$ cat config.mk
export PLATFORM = sky130hd
export DESIGN_NAME = dma_xfer_scheduler
export DESIGN_NICKNAME = d
export VERILOG_FILES = /design/src/rtl/dma_xfer_scheduler.sv
export SDC_FILE = /design/constraint.sdc
export NUM_CORES = 1
export LEC_CHECK = 0
export CORE_AREA = 2 2 264 266
export CTS_CLUSTER_DIAMETER = 60
export DETAILED_ROUTE_END_ITERATION = 7
export DIE_AREA = 0 0 266 268
export GPL_TIMING_DRIVEN = 0
export SLEW_MARGIN = 20
export SYNTH_ARGS = -nofsm -noshare
export SYNTH_HDL_FRONTEND = slang
export SYNTH_SLANG_ARGS = --single-unit
$ cat constraint.sdc
create_clock -name clk_i -period 3.42 [get_ports clk_i]
set_input_delay 0.684 -clock clk_i [delete_from_list [all_inputs] [get_ports clk_i]]
set_output_delay 0.684 -clock clk_i [all_outputs]
set_load 0.02 [all_outputs]
$ cat src/rtl/dma_xfer_scheduler.sv
// Round-robin DMA copy scheduler: grants one channel descriptor at a time and
// drives a read phase then a write phase on a single-outstanding AXI adapter.
module dma_xfer_scheduler #(
  parameter int NUM_CH         = 4,
  parameter int AXI_ID_WIDTH   = 10,
  parameter int AXI_ADDR_WIDTH = 64,
  parameter int AXI_BE_WIDTH   = 8,
  parameter int AXI_LEN_WIDTH  = 8,
  parameter int AXI_SIZE_WIDTH = 3,
  parameter int TIMEOUT        = 1024
) (
  input  logic                                      clk_i,
  input  logic                                      rst_ni,
  input  logic [NUM_CH-1:0]                         ch_req_i,
  input  logic [NUM_CH-1:0][AXI_ADDR_WIDTH-1:0]     ch_src_i,
  input  logic [NUM_CH-1:0][AXI_ADDR_WIDTH-1:0]     ch_dst_i,
  input  logic [NUM_CH-1:0][AXI_LEN_WIDTH-1:0]      ch_len_i,
  input  logic [NUM_CH-1:0][AXI_SIZE_WIDTH-1:0]     ch_size_i,
  output logic [NUM_CH-1:0]                         ch_gnt_o,
  output logic [NUM_CH-1:0]                         ch_done_o,
  output logic [NUM_CH-1:0]                         ch_err_o,
  output logic                                      busy_o,
  output logic                                      id_err_o,
  output logic                                      req_o,
  output logic                                      type_o,
  input  logic                                      gnt_i,
  output logic [AXI_ADDR_WIDTH-1:0]                 addr_o,
  output logic                                      we_o,
  output logic [AXI_BE_WIDTH-1:0]                   be_o,
  output logic [AXI_LEN_WIDTH-1:0]                  len_o,
  output logic [AXI_SIZE_WIDTH-1:0]                 size_o,
  output logic [AXI_ID_WIDTH-1:0]                   id_o,
  input  logic                                      valid_i,
  input  logic [AXI_ID_WIDTH-1:0]                   id_i
);

  localparam int IDX_W = $clog2(NUM_CH);
  localparam int WD_W  = $clog2(TIMEOUT);

  typedef enum logic [2:0] {
    IDLE,
    RD_REQ,
    RD_WAIT,
    WR_REQ,
    WR_WAIT,
    FINISH
  } state_e;

  state_e r_state, w_stateNext;

  logic [IDX_W-1:0]          r_rr;
  logic [IDX_W-1:0]          r_idx;
  logic [AXI_ADDR_WIDTH-1:0] r_dst;
  logic [AXI_ADDR_WIDTH-1:0] r_addr;
  logic                      r_we;
  logic                      r_type;
  logic [AXI_BE_WIDTH-1:0]   r_be;
  logic [AXI_LEN_WIDTH-1:0]  r_len;
  logic [AXI_SIZE_WIDTH-1:0] r_size;
  logic [AXI_ID_WIDTH-1:0]   r_id;
  logic [WD_W-1:0]           r_wd;
  logic                      r_ok;

  logic [IDX_W-1:0]          w_winIdx;
  logic                      w_winValid;
  logic                      w_isWait;
  logic                      w_phase;
  logic [AXI_ID_WIDTH-1:0]   w_expId;
  logic                      w_match;
  logic                      w_expire;

  // Candidate channel 'off' positions after the last served one, wrapping once.
  function automatic logic [IDX_W-1:0] rrCand(input logic [IDX_W-1:0] base, input int off);
    int c;
    c = int'(base) + off;
    if (c >= NUM_CH) c = c - NUM_CH;
    return IDX_W'(c);
  endfunction

  always_comb begin
    w_winValid = 1'b0;
    w_winIdx   = '0;
    for (int i = 1; i <= NUM_CH; i++) begin
      if (!w_winValid && ch_req_i[rrCand(r_rr, i)]) begin
        w_winValid = 1'b1;
        w_winIdx   = rrCand(r_rr, i);
      end
    end
  end

  assign w_isWait = (r_state == RD_WAIT) || (r_state == WR_WAIT);
  assign w_phase  = (r_state == WR_WAIT);
  assign w_expId  = AXI_ID_WIDTH'({w_phase, r_idx});
  assign w_match  = w_isWait && valid_i && (id_i == w_expId);
  assign w_expire = (r_wd == WD_W'(TIMEOUT - 1));

  always_ff @(posedge clk_i or negedge rst_ni) begin
    if (!rst_ni) r_state <= IDLE;
    else         r_state <= w_stateNext;
  end

  // A matching completion takes priority over watchdog expiry in the same cycle.
  always_comb begin
    w_stateNext = r_state;
    case (r_state)
      IDLE:    if (w_winValid) w_stateNext = RD_REQ;
      RD_REQ:  if (gnt_i) w_stateNext = RD_WAIT;
      RD_WAIT: begin
        if (w_match)       w_stateNext = WR_REQ;
        else if (w_expire) w_stateNext = FINISH;
      end
      WR_REQ:  if (gnt_i) w_stateNext = WR_WAIT;
      WR_WAIT: if (w_match || w_expire) w_stateNext = FINISH;
      FINISH:  w_stateNext = IDLE;
      default: w_stateNext = IDLE;
    endcase
  end

  always_ff @(posedge clk_i or negedge rst_ni) begin
    if (!rst_ni) begin
      r_rr   <= IDX_W'(NUM_CH - 1);
      r_idx  <= '0;
      r_dst  <= '0;
      r_addr <= '0;
      r_we   <= 1'b0;
      r_type <= 1'b0;
      r_be   <= '0;
      r_len  <= '0;
      r_size <= '0;
      r_id   <= '0;
      r_wd   <= '0;
      r_ok   <= 1'b0;
    end else begin
      case (r_state)
        IDLE: begin
          if (w_winValid) begin
            r_idx  <= w_winIdx;
            r_dst  <= ch_dst_i[w_winIdx];
            r_addr <= ch_src_i[w_winIdx];
            r_we   <= 1'b0;
            r_len  <= ch_len_i[w_winIdx];
            r_size <= ch_size_i[w_winIdx];
            r_type <= (ch_len_i[w_winIdx] == '0);
            r_be   <= '1;
            r_id   <= AXI_ID_WIDTH'({1'b0, w_winIdx});
          end
        end
        RD_REQ, WR_REQ: begin
          if (gnt_i) r_wd <= '0;
        end
        RD_WAIT: begin
          r_wd <= r_wd + WD_W'(1);
          if (w_match) begin
            r_addr <= r_dst;
            r_we   <= 1'b1;
            r_id   <= AXI_ID_WIDTH'({1'b1, r_idx});
          end else if (w_expire) begin
            r_ok <= 1'b0;
          end
        end
        WR_WAIT: begin
          r_wd <= r_wd + WD_W'(1);
          if (w_match)       r_ok <= 1'b1;
          else if (w_expire) r_ok <= 1'b0;
        end
        FINISH: r_rr <= r_idx;
        default: ;
      endcase
    end
  end

  always_comb begin
    ch_gnt_o  = '0;
    ch_done_o = '0;
    ch_err_o  = '0;
    req_o     = 1'b0;
    id_err_o  = 1'b0;
    busy_o    = (r_state != IDLE);
    case (r_state)
      IDLE:             if (w_winValid) ch_gnt_o[w_winIdx] = 1'b1;
      RD_REQ, WR_REQ:   req_o = 1'b1;
      RD_WAIT, WR_WAIT: id_err_o = valid_i && !w_match;
      FINISH: begin
        if (r_ok) ch_done_o[r_idx] = 1'b1;
        else      ch_err_o[r_idx]  = 1'b1;
      end
      default: ;
    endcase
  end

  assign addr_o = r_addr;
  assign we_o   = r_we;
  assign type_o = r_type;
  assign be_o   = r_be;
  assign len_o  = r_len;
  assign size_o = r_size;
  assign id_o   = r_id;

endmodule

==> metrics.md <==
| Metric | Value |
|---|---|
| Status | `completed` |
| Grt total ovfl | `0` |
| Fmax | `299 MHz` |
| Syn Inst Count | `1230` |
| Avg Cell Area, Syn | `between 9 and 10 sq um` |
| Antenna-violating nets left | `0` |
| Drt drc | `0` |
| Root buffer cell | `clkbuf_16` |
| Met1 Resource Use GR | `0.220` |
| Commonest non-fill, non-tap cell in the layout | `clkdlybuf4s50_1` |
| Xor-xnor portion of the synthesized cell area | `0.00670` |
| Post-Synth Adder-Cell Area | `0.00106` |
| DP HPWL | `56300 um` |
| Layout Cells excl Fill | `about 2800` |
| Synth Area in Compound Gates | `0.234` |
| Die ar. | `71300 sq um` |
| Initial antenna violation count | `7` |
| Global-route wire length before repair | `94800 um` |
| CTS H-tree lvls | `4` |
| Max cap viols | `0` |
| Most frequent cells in the layout | `clkdlybuf4s50_1 (668), mux2i_1 (161), dfrtp_1 (160), mux2_2 (134), nand2_1 (128)` |
| Slew margin rel. | `0.303` |
| CP arrival | `2.66 ns` |
| Initial core utilization | `0.172` |
| Fin crit period | `between 3 and 4 ns` |
| CTS tree | `yes` |
| Async set-reset flop share out of synthesis | `1.00` |
| Routing usage on met3 | `0.0434` |
| GRT Total Usage | `0.187` |
| Routability cong. | `0.871` |
| Met2 Use GR | `0.337` |
| PortBufs | `676` |
| Seq/Total Area, Yosys | `0.345` |
| Vias/cell | `4.59` |
| Worst hold path class | `in2async` |
| P_leak | `8.29 nW` |
| Clk_skew | `approximately 0.020 ns` |
| Die Span X | `~270 um` |
| Final Hold Viols | `0` |
| CTS Hold Bufs | `0` |
| Synth Flop Type | `dfrtp_1` |
| Worst setup EP type | `output port` |
| Clock transition at path regs | `~0.07 ns` |
| Post-synth cell types | `50` |
| Layout Area Growth over Synthesis | `74.4%` |
| Drt total wl | `slightly below 70000 um` |
| Drt first-iter violations | `roughly 720` |
| CP max FO | `10` |
| Max-slew violation count | `0` |
| VDD IR-drop max | `0.281 mV` |
| Simple-Gate Fraction of Synth Area | `0.0685` |
| Worst slew pin tran | `1.05 ns` |
| Synth Register Bits | `between 150 and 200` |
| Chip Height | `268 um` |
| Clock sinks | `about 160` |
| Worst setup path class | `in2out` |
| RSZ-0062 raised after global routing | `false` |
| Rows | `96` |
| Power density over the cells | `746 nW/um^2` |
| # nets final | `2507` |
| Synthesized cell area | `11800 sq um` |
| # setup viols final | `0` |
| Ys Warns | `0` |
| Cts bufs inserted | `17` |
| DR pass1 iterations | `5` |
| Main combinational cell family by area after synthesis | `multiplexers` |
| Final Cycle Share | `0.978` |
| Largest net degree at the start of global routing | `91` |
| Vias in the first global route | `between 10000 and 15000` |
| EDFF count, synth | `0` |
| Mux cell area share after synthesis | `0.265` |
| Routed WL per cell | `about 24 um` |
| Core area | `68200 sq um` |
| Share of layout cells above drive strength 1 | `0.141` |
| Gr busiest metal | `met2` |
| Cells after DPL | `2795` |
| Total number of vias | `13000` |
| CP required | `2.74 ns` |
| Io pins | `684` |
| Worst skew pair latency | `0.49 ns` |
| CP Launch Type | `input pin` |
| Clk buf depth | `2` |
| Power, Total | `15.3 mW` |
==> logic make-up after synthesis <==
logic type	Yosys count
compound gates	391
xor+xnor	9
fa+ha+maj	1
buf+inv	181
flops	162
mux	295
other cells	1
simple gates	190
==> metrics by stage <==
| step | hold WS (ns) | TNS, ns | instance area (sq um) | setup WS [ns] | util |
|---|---|---|---|---|---|
| finish | 0.152 | 0 | 20500 | 0.0756 | 0.301 |
| global route | 0.157 | 0 | 20500 | 0.00217 | 0.301 |
| CTS | 0.141 | 0 | 20500 | 0.0430 | 0.300 |
| detailed placement | 0.465 | -112.20 | 19700 | -2.30 | 0.289 |
| global placement | 0.463 | -983.77 | 19700 | -5.20 | 0.288 |
| floorplan | 0.388 | 0 | 11800 | 0.489 | - |
==> final timing paths <==
check,to,slack (ns),from,cells past startpoint
max,ch_gnt_o[3],0.08,ch_req_i[3],8
min,len_o[4],0.15,rst_ni,1
max reg2reg,addr_o[27],0.34,r_rr[1],11
min reg2reg,len_o[5],0.48,len_o[5],2
max in group asynchronous,addr_o[38],2.30,rst_ni,2
min in group clk_i,len_o[5],0.48,len_o[5],2
==> critical path, cell delays in order <==
cell and delay, ns:
clkdlybuf4s50_1 0.54, nand3b_1 0.16, a31oi_4 0.28, clkbuf_16 0.24
nand2_8 0.11, clkbuf_16 0.23, nor2_1 0.11, clkdlybuf4s15_2 0.28
==> power by group <==
group | switching (mW) | total, mW | internal [mW] | leakage, nW
Clock | 0.968 | 2.00 | 1.03 | 0.283
Combinational | 5.67 | 9.90 | 4.22 | 6.06
Sequential | 0.572 | 3.41 | 2.83 | 1.95
Total | 7.21 | 15.3 | 8.09 | 8.29
==> sequential cells by signal, indices dropped and copies added (netlist names) <==
name     cells
size_o       3
r_idx        2
r_rr         2
len_o        8
r_state      3
addr_o      64
id_o         3
r_ok         1
r_dst       64
type_o       1
r_wd        10
be_o         1
==> per-layer routing <==
layer  vias up  share of wire
li1       5978              -
met1      6360           0.41
met2       594           0.51
met3        77          0.063
met4         2          0.024
met5         -        0.00019
==> final cells by class <==
| class | count | area (sq um) |
|---|---|---|
| fill | 7137 | 47700 |
| multi-input combinational | 893 | 6880 |
| clock inverter | 15 | 163 |
| clock buffer | 17 | 425 |
| inverter | 45 | 169 |
| tap | 882 | 1100 |
| buffer | 130 | 870 |
| timing repair buffer | 683 | 6840 |
| sequential | 162 | 4060 |
| antenna | 5 | 12.5 |
==> synth_stat cells, types with 3 or more instances <==
cell type | number | area, sq um
mux2i_1 | 161 | 1610
dfrtp_1 | 160 | 4000
mux2_2 | 134 | 1510
nand2_1 | 129 | 484
o211ai_1 | 121 | 908
o21ai_1 | 68 | 340
clkbuf_1 | 59 | 221
inv_1 | 45 | 169
a21oi_1 | 44 | 220
a2bb2oi_1 | 39 | 342
buf_2 | 33 | 165
a22oi_1 | 26 | 195
nor2_1 | 26 | 97.6
o221ai_1 | 25 | 219
buf_4 | 22 | 165
buf_6 | 17 | 191
o211a_1 | 14 | 140
o21ai_0 | 14 | 70.1
a211oi_1 | 11 | 82.6
nand2b_1 | 9 | 56.3
nor3_1 | 7 | 35.0
o31ai_1 | 7 | 52.6
xor2_1 | 6 | 52.6
buf_1 | 5 | 18.8
o22ai_1 | 5 | 31.3
and3_1 | 4 | 25.0
nand3_1 | 4 | 20.0
a21oi_2 | 3 | 26.3
o21a_1 | 3 | 22.5
xnor2_1 | 3 | 26.3
==> what timing repair did <==
| item | 4_1_cts | 5_1_grt |
|---|---|---|
| cloned | 0 | 0 |
| pin swaps | 3 | 1 |
| gates resized for setup | 59 | 8 |
| buffers inserted | 3 | 3 |
| endpoints found under the setup margin | 110 | 7 |
Note: power is estimated with default switching activity, not from simulation.
